File: config.mk
export PLATFORM = sky130hd
export DESIGN_NAME = nibble_packer
export DESIGN_NICKNAME = d
export VERILOG_FILES = /design/src/rtl/nibble_packer.sv
export SDC_FILE = /design/constraint.sdc
export NUM_CORES = 1
export LEC_CHECK = 0
export ABC_AREA = 1
export CORE_MARGIN = 4
export CORE_UTILIZATION = 40
export DETAILED_ROUTE_END_ITERATION = 8
export GPL_TIMING_DRIVEN = 0
export HOLD_SLACK_MARGIN = 0.12
export PLACE_DENSITY = 0.65
export SLEW_MARGIN = 25
export SYNTH_ARGS = -nofsm -noshare
export SYNTH_HDL_FRONTEND = slang
export SYNTH_SLANG_ARGS = --single-unit
export TNS_END_PERCENT = 5
File: constraint.sdc
create_clock -name clk -period 3 [get_ports clk]
set_clock_uncertainty 0.15 [all_clocks]
set_input_delay 0.3 -clock clk [delete_from_list [all_inputs] [get_ports clk]]
set_output_delay 0.3 -clock clk [all_outputs]
set_load 0.1 [all_outputs]
File: src/rtl/nibble_packer.sv
// nibble_packer: packs a stream of 4-bit nibbles into NIBBLES-wide words,
// first nibble in the LSBs. Output goes through a single valid/ready holding
// register. A flush emits the partial word zero-padded. If the holding
// register is busy, the flush waits and input is blocked until it completes.
module nibble_packer #(
  parameter int NIBBLES = 4,
  parameter int CW      = $clog2(NIBBLES + 1)
) (
  input  logic                   clk,
  input  logic                   reset,
  input  logic                   in_valid,
  input  logic [3:0]             in_value,
  output logic                   in_ready,
  input  logic                   flush,
  output logic                   out_valid,
  output logic [4*NIBBLES-1:0]   out_data,
  output logic [CW-1:0]          out_count,
  input  logic                   out_ready
);

  localparam logic [CW-1:0] LAST = CW'(NIBBLES - 1);
  localparam logic [CW-1:0] FULL = CW'(NIBBLES);

  // assembly state
  logic [4*NIBBLES-1:0] r_asm_data;
  logic [CW-1:0]        r_asm_cnt;
  logic                 r_flush_pend;

  // output holding register
  logic                 r_out_valid;
  logic [4*NIBBLES-1:0] r_out_data;
  logic [CW-1:0]        r_out_count;

  logic                 w_slot_free;
  logic                 w_flush_eff;
  logic                 w_in_ready;
  logic                 w_accept;
  logic [CW-1:0]        w_n;
  logic [4*NIBBLES-1:0] w_asm_next;
  logic                 w_full;
  logic                 w_partial;
  logic                 w_load;
  logic                 w_drain;

  // Acceptance, the word as it looks including this cycle's nibble, and
  // the decision whether the holding register loads a new word.
  always_comb begin
    w_slot_free = !r_out_valid || out_ready;
    w_flush_eff = flush || r_flush_pend;
    w_in_ready  = 1'b0;
    // The last nibble of a word may only enter when the word can leave
    // on the same edge, so the assembly buffer never has to hold a full word.
    if (!reset && !r_flush_pend)
      w_in_ready = (r_asm_cnt < LAST) ? 1'b1 : w_slot_free;
    w_accept   = in_valid && w_in_ready;
    w_n        = r_asm_cnt + {{(CW-1){1'b0}}, w_accept};
    w_asm_next = r_asm_data;
    for (int k = 0; k < NIBBLES; k++) begin
      if (w_accept && (r_asm_cnt == CW'(k)))
        w_asm_next[4*k +: 4] = in_value;
    end
    w_full    = w_accept && (r_asm_cnt == LAST);
    // A flush that meets a completing nibble is just a normal full word.
    w_partial = w_flush_eff && (w_n != '0) && (w_n != FULL);
    w_load    = w_full || (w_partial && w_slot_free);
    w_drain   = r_out_valid && out_ready;
  end

  // State update: load a finished/flushed word, else keep assembling.
  always_ff @(posedge clk) begin
    if (reset) begin
      r_asm_data   <= '0;
      r_asm_cnt    <= '0;
      r_flush_pend <= 1'b0;
      r_out_valid  <= 1'b0;
      r_out_data   <= '0;
      r_out_count  <= '0;
    end else if (w_load) begin
      r_out_valid  <= 1'b1;
      r_out_data   <= w_asm_next;
      r_out_count  <= w_n;
      r_asm_data   <= '0;
      r_asm_cnt    <= '0;
      r_flush_pend <= 1'b0;
    end else begin
      if (w_drain)
        r_out_valid <= 1'b0;
      r_asm_data   <= w_asm_next;
      r_asm_cnt    <= w_n;
      // Without a load, a partial flush here means the slot was busy.
      r_flush_pend <= w_partial;
    end
  end

  assign in_ready  = w_in_ready;
  assign out_valid = r_out_valid;
  assign out_data  = r_out_data;
  assign out_count = r_out_count;

endmodule

==> results of run 1 <==
==> path summary, 6_finish.rpt <==
kind | start | to | slack, ns | cells past startpoint
max | reset | in_ready | 0.22 | 5
min | out_data[14] | out_data[14] | 0.30 | 2
max reg2reg | out_valid | out_count[0] | 0.39 | 14
min reg2reg | out_data[14] | out_data[14] | 0.30 | 2
==> cells in the mapped netlist <==
cell        n
nand4_4     1
nand3b_1    1
nor2_1     14
nand2_4     1
inv_2       2
xnor2_1     1
nor2_4      1
nand3_2     1
buf_2       2
a21oi_4     1
ha_1        2
or2_1       1
nor2_2      1
nand3_1     1
o21ai_0     1
inv_1      12
nand2_1   113
nand4_1     3
buf_6       2
a21oi_1    16
dfxtp_1    40
==> metal layers <==
metal	share of wire, %	GRT usage, %	wire (µm)	up-vias
li1	-	-	-	744
met1	50	17.8	1630	581
met2	44	20.0	1450	26
met3	4.4	4.55	143	6
met4	1.7	5.64	56	0
met5	0	0	0	-
==> worst max-delay path, delay by kind of cell <==
| kind | cells | cell delay (ns) |
|---|---|---|
| buf+inv | 3 | 1.70 |
| simple gates | 2 | 0.33 |
==> cell families after synthesis <==
kind of cell | Yosys count
AND/OR/NAND/NOR | 138
flip-flops | 40
adder cells (fa/ha/maj) | 2
AO/OA/AOI/OAI | 18
XOR/XNOR | 1
buffers and inverters | 18
==> flip-flops by register name (all words and copies together) (netlist names) <==
signal,flops
out_data,16
r_flush_pend,1
out_count,3
r_asm_data,16
out_valid,1
r_asm_cnt,3
==> cell usage in the layout (no fill, tap or decap) <==
master	Yosys	layout
inv_1	12	12
nand3_2	1	1
nand4_1	3	3
inv_2	2	2
clkbuf_1	0	2
nand2_4	1	1
buf_2	2	2
a21oi_1	16	16
clkdlybuf4s50_1	0	29
nand3b_1	1	1
buf_6	2	2
xnor2_1	1	1
nor2_2	1	1
ha_1	2	2
nor2_1	14	14
or2_1	1	1
o21ai_0	1	1
clkbuf_8	0	5
nand2_1	113	113
nand3_1	1	1
a21oi_4	1	1
nor2_4	1	1
nand4_4	1	1
clkinv_4	0	1
dfxtp_1	40	40
==> power groups by stage <==
| stage | combinational, mW | sequential [mW] | clock [mW] |
|---|---|---|---|
| detailed placement | 0.181 | 0.565 | 0 |
| floorplan | 0.0803 | 0.614 | 0 |
| CTS | 0.183 | 0.552 | 0.358 |
| finish | 0.180 | 0.552 | 0.348 |
| global placement | 0.180 | 0.564 | 0 |
| global route | 0.194 | 0.554 | 0.383 |
==> area by class of cell <==
| cell class | count | area, µm² | area share [%] |
|---|---|---|---|
| buffer | 4 | 32.5 | 1.60 |
| clock buffer | 7 | 76.3 | 3.76 |
| clock inverter | 1 | 8.76 | 0.431 |
| inverter | 14 | 52.6 | 2.59 |
| multi-input combinational | 159 | 709 | 34.9 |
| sequential | 40 | 801 | 39.4 |
| tap | 48 | 60.1 | 2.96 |
| timing repair buffer | 29 | 290 | 14.3 |
==> metrics by stage <==
stage          hold WS (ns)  power, mW  setup WS [ns]  cells
2_1_floorplan         0.303      0.694        0.00455    217
3_3_place_gp          0.286      0.745       -0.00694    294
3_5_place_dp          0.288      0.746        -0.0307    294
4_1_cts               0.303       1.09          0.219    302
5_1_grt               0.319       1.13        0.00910    302
6_report              0.299       1.08          0.225    302
==> impl_metrics.py, run 1 <==
metrics = {
    "clock_tree": {
        "clk_pin_slew_ns": 0.08,
        "postCtsSetupBuffers": 0,
        "cts-buffers-inserted": 5,
        "h-tree-depth": 2,
        "cts_tree": "built",
        "clock_path_buffers": 2,
        "clk_latency_ns": 0.29,
        "post_cts_resized": 0,
        "cts_root_buffer": "clkbuf_8",
        "postCtsHoldBufs": 0,
        "cts_sinks": 40,
    },
    "die": {
        "num_rows": 22,
        "fp.dieArea_um2": 5060,
        "die_x_um": 71.2,
        "initial_core_util_pct": 42.6,
        "core_area_um2": 3740,
        "io_pins": 30,
        "dieHeight_um": 71.2,
    },
    "pwr": {
        "p_clk_share_pct": 32.3,
        "p_sw_share_pct": 29.6,
        "irDropWorstVdd_mv": 0.305,
        "switching_power_mw": 0.319,
        "p_comb_share_pct": 16.6,
        "p_int_mw": 0.761,
        "power_density_nw_per_um2": 532,
        "p_leak_nw": 0.967,
        "p_seq_share_pct": 51.1,
    },
    "yosys": {
        "synth_cell_types": 21,
        "synthMuxAreaShare_pct": 0,
        "synth_seq_area_share_pct": 50.2,
        "synth-compound-area-share_pct": 6.35,
        "synth_area_per_cell_um2": 7.35,
        "yosys-top-cells-area": "dfxtp_1 50%, nand2_1 27%, a21oi_1 5.0%",
        "synthXorXnorAreaFrac_pct": 0.549,
        "ys_ff_latch": 40,
        "synth_fa_ha_area_share_pct": 1.57,
        "synth_top_family_by_area": "simple AND/OR/NAND/NOR gates",
        "yosys.area_share.simple_pct": 36.0,
        "synthCells": 217,
        "yosysTopAreaCell": "dfxtp_1",
        "synth_warnings": 0,
        "syn_area_um2": 1600,
        "synth_fp_nets": 228,
        "synth_top_area_share_pct": 50.2,
    },
    "drt": {
        "ant_nets": 0,
        "wl_per_cell_um": 10.9,
        "drtIter0Drc": 70,
        "drc": 0,
        "vias": 1357,
        "drt-total-wl_um": 3280,
        "dr.pass1.iters": 4,
        "avgViaCountPerCell": 4.49,
    },
    "cells_and_area": {
        "nNetsFinal": 264,
        "diodes": 0,
        "area_growth_pct": 27.3,
        "postLayoutCoreUtil_pct": 54.2,
        "post_route_cells_drive_above_1_share_pct": 7.09,
        "fillCellCount": 408,
        "fin_area_um2": 2030,
    },
    "worst_setup_path": {
        "path_cells": "clkdlybuf4s50_1 > nor2_4 > nand2_1 > inv_1 > clkdlybuf4s50_1",
        "crit_arrival_ns": 2.33,
        "startpoint_type": "primary input",
        "crit_fanout": 6,
        "cpMaxStageDelayCell": "clkdlybuf4s50_1",
        "worstPathRequired_ns": 2.55,
        "crit_type": "in -> out",
        "crit_top_cell": "clkdlybuf4s50_1",
        "crit_path_end_kind": "primary output",
        "critPathMaxStageDelay_ns": 1.12,
    },
    "sta": {
        "report.final.setup_viol": 0,
        "fin_crit_ns": 2.78,
        "period_share_pct": 92.5,
        "tightest_slew_ns": 0.967,
        "slew-limit-headroom_pct": 35.3,
        "timing.setup.tns_ns": 0,
        "rsz0062_at_grt": "no",
        "fmax_mhz": 360,
        "finalHoldViolCount": 0,
        "slew_viol_final": 0,
    },
    "global_routing": {
        "grt_pass1_wl_um": 5320,
        "grt_use_total_pct": 13.5,
        "grt_max_degree": 13,
        "first_global_vias": 1199,
        "antenna_found_initial": 0,
        "gr-total-overflow": 0,
    },
    "placed_design": {
        "dp_hpwl_um": 2360,
        "dpl_cell_area_um2": 1950,
        "place.port_buffers": 29,
        "place.gp.congestion": 0.805,
    },
    "job": {
        "drv_cap": 0,
    },
    "min_path": {
        "worstHoldPathType": "reg -> reg",
    },
    "outcome": {
        "status": "completed",
    },
}
Power figures use the tool's default switching activity.
==> run 2, diff against run 1 <==
Settings changed: CORE_MARGIN 4 to unset.
==> impl_metrics.py, run 2 (synthesis gave the netlist of run 1 again) <==
metrics = {
    "die": {
        "dieHeight_um": 65.2,
        "num_rows": 22,
        "initial_core_util_pct": 42.6,
        "die_x_um": 65.2,
        "io_pins": 30,
        "fp.dieArea_um2": 4240,
        "core_area_um2": 3740,
    },
    "worst_setup_path": {
        "crit_type": "in -> out",
        "crit_fanout": 6,
        "r2r_cells": 15,
        "startpoint_type": "primary input",
        "worstPathRequired_ns": 2.55,
        "timing.rr.end": "out_data[10]",
        "crit_arrival_ns": 2.31,
        "r2r_start": "out_valid",
        "crit_path_end_kind": "primary output",
        "endpoint": "in_ready",
        "cp-startpoint": "reset",
        "r2r_slack_ns": 0.42,
    },
    "global_routing": {
        "met2_usage_pct": 30.2,
        "grt_max_degree": 13,
        "first_global_vias": 1338,
        "grt_use_total_pct": 18.0,
        "grt_use_met1_pct": 22.5,
        "use_met3_pct": 4.34,
        "antenna_found_initial": 0,
        "grt_pass1_wl_um": 5800,
        "top_usage_layer": "met2",
        "gr-total-overflow": 0,
    },
    "cells_and_area": {
        "layout_common_cells": "113 x nand2_1, 40 x dfxtp_1, 29 x clkdlybuf4s50_1, 16 x a21oi_1, 14 x nor2_1",
        "area_growth_pct": 27.5,
        "diodes": 0,
        "nNetsFinal": 265,
        "postLayoutCoreUtil_pct": 54.3,
        "post_route_cells_drive_above_1_share_pct": 7.87,
        "final_common_cell": "nand2_1",
    },
    "drt": {
        "avgViaCountPerCell": 4.55,
        "wl_per_cell_um": 10.8,
        "vias": 1375,
        "ant_nets": 0,
        "drtIter0Drc": 91,
        "drc": 0,
        "dr.pass1.iters": 4,
        "drt-total-wl_um": 3250,
    },
    "clock_tree": {
        "clk_latency_ns": 0.29,
        "clk_pin_slew_ns": 0.07,
        "cts-buffers-inserted": 5,
        "cts_root_buffer": "clkbuf_8",
        "cts_tree": "built",
        "clock_path_buffers": 2,
        "cts_sinks": 40,
        "post_cts_resized": 0,
        "h-tree-depth": 2,
    },
    "pwr": {
        "p_int_mw": 0.754,
        "irDropWorstVdd_mv": 0.314,
        "power_density_nw_per_um2": 529,
        "switching_power_mw": 0.322,
        "p_sw_share_pct": 29.9,
        "p_clk_share_pct": 31.8,
        "p_seq_share_pct": 51.3,
        "p_comb_share_pct": 16.9,
        "p_leak_nw": 0.970,
    },
    "sta": {
        "slew-limit-headroom_pct": 35.5,
        "finalHoldViolCount": 0,
        "worst_slack_ns": 0.241,
        "fin_crit_ns": 2.76,
        "period_share_pct": 92.0,
        "rsz0062_at_grt": "no",
        "tightest_slew_ns": 0.965,
        "report.final.setup_viol": 0,
        "slew_viol_final": 0,
        "fmax_mhz": 362,
    },
    "placed_design": {
        "place.gp.congestion": 0.821,
        "dp_hpwl_um": 2300,
        "place.port_buffers": 29,
        "preCtsSetupSlack_ns": -0.0553,
    },
    "job": {
        "drv_cap": 0,
    },
    "min_path": {
        "worstHoldPathType": "reg -> reg",
    },
    "outcome": {
        "status": "completed",
    },
}
[run 2: worst max-delay path, stage by stage]
cell,delay (ns)
clkdlybuf4s50_1,0.52
nor2_4,0.24
nand2_1,0.08
inv_1,0.05
clkdlybuf4s50_1,1.12
[run 2: per-stage QoR]
stage                     total power, mW  instances  hold slack (ns)  setup TNS [ns]  cell area [µm²]
after floorplan                     0.694        217            0.303               0             1600
after global placement              0.745        294            0.286         -0.0171             1950
after detailed placement            0.746        294            0.288          -0.418             1950
after CTS                            1.08        301            0.302               0             2030
after global routing                 1.12        302            0.323               0             2030
final                                1.08        302            0.298               0             2030
[run 2: worst min-delay path by stage]
stage / from / to / slack (ns) / cells after the start
global route: out_data[3] / out_data[3] / 0.32 / 2
CTS: out_data[13] / out_data[13] / 0.30 / 2
global placement: out_data[10] / out_data[10] / 0.29 / 2
finish: out_data[13] / out_data[13] / 0.30 / 2
floorplan: r_asm_data[0] / r_asm_data[0] / 0.30 / 2
detailed placement: out_data[7] / out_data[7] / 0.29 / 2
[run 2: layout make-up]
cell class,instances,area [µm²]
Buffer,4,32.5
Clock buffer,5,68.8
Clock inverter,2,12.5
Fill cell,407,1710
Inverter,14,52.6
Multi-Input combinational cell,159,709
Sequential cell,40,801
Tap cell,48,60.1
Timing Repair Buffer,30,298
[run 2: timing repair]
| action | 4_1_cts | 5_1_grt |
|---|---|---|
| buffers inserted | 0 | 1 |
| hold buffers | 0 | 0 |
| endpoints found under the setup margin | 0 | 7 |
[run 2: routing by layer]
| layer | wire length [µm] | vias to the layer above | part of all wire [%] |
|---|---|---|---|
| met3 | 138 | 5 | 4.3 |
| met4 | 52 | 0 | 1.6 |
| met2 | 1470 | 26 | 45 |
| li1 | - | 740 | - |
| met5 | 0 | - | 0 |
| met1 | 1590 | 604 | 49 |
[run 2: power by group through the flow]
stage	registers, mW	logic, mW	clock network, mW
3_5_place_dp	0.565	0.181	0
5_1_grt	0.554	0.199	0.367
6_report	0.552	0.182	0.341
2_1_floorplan	0.614	0.0803	0
4_1_cts	0.552	0.182	0.349
3_3_place_gp	0.564	0.180	0
==> run 3, diff against run 2 <==
Settings changed: CAP_MARGIN set to 10.
==> results of run 3 <==
No change in the layout: final DEF, timing and power equal those of run 2.
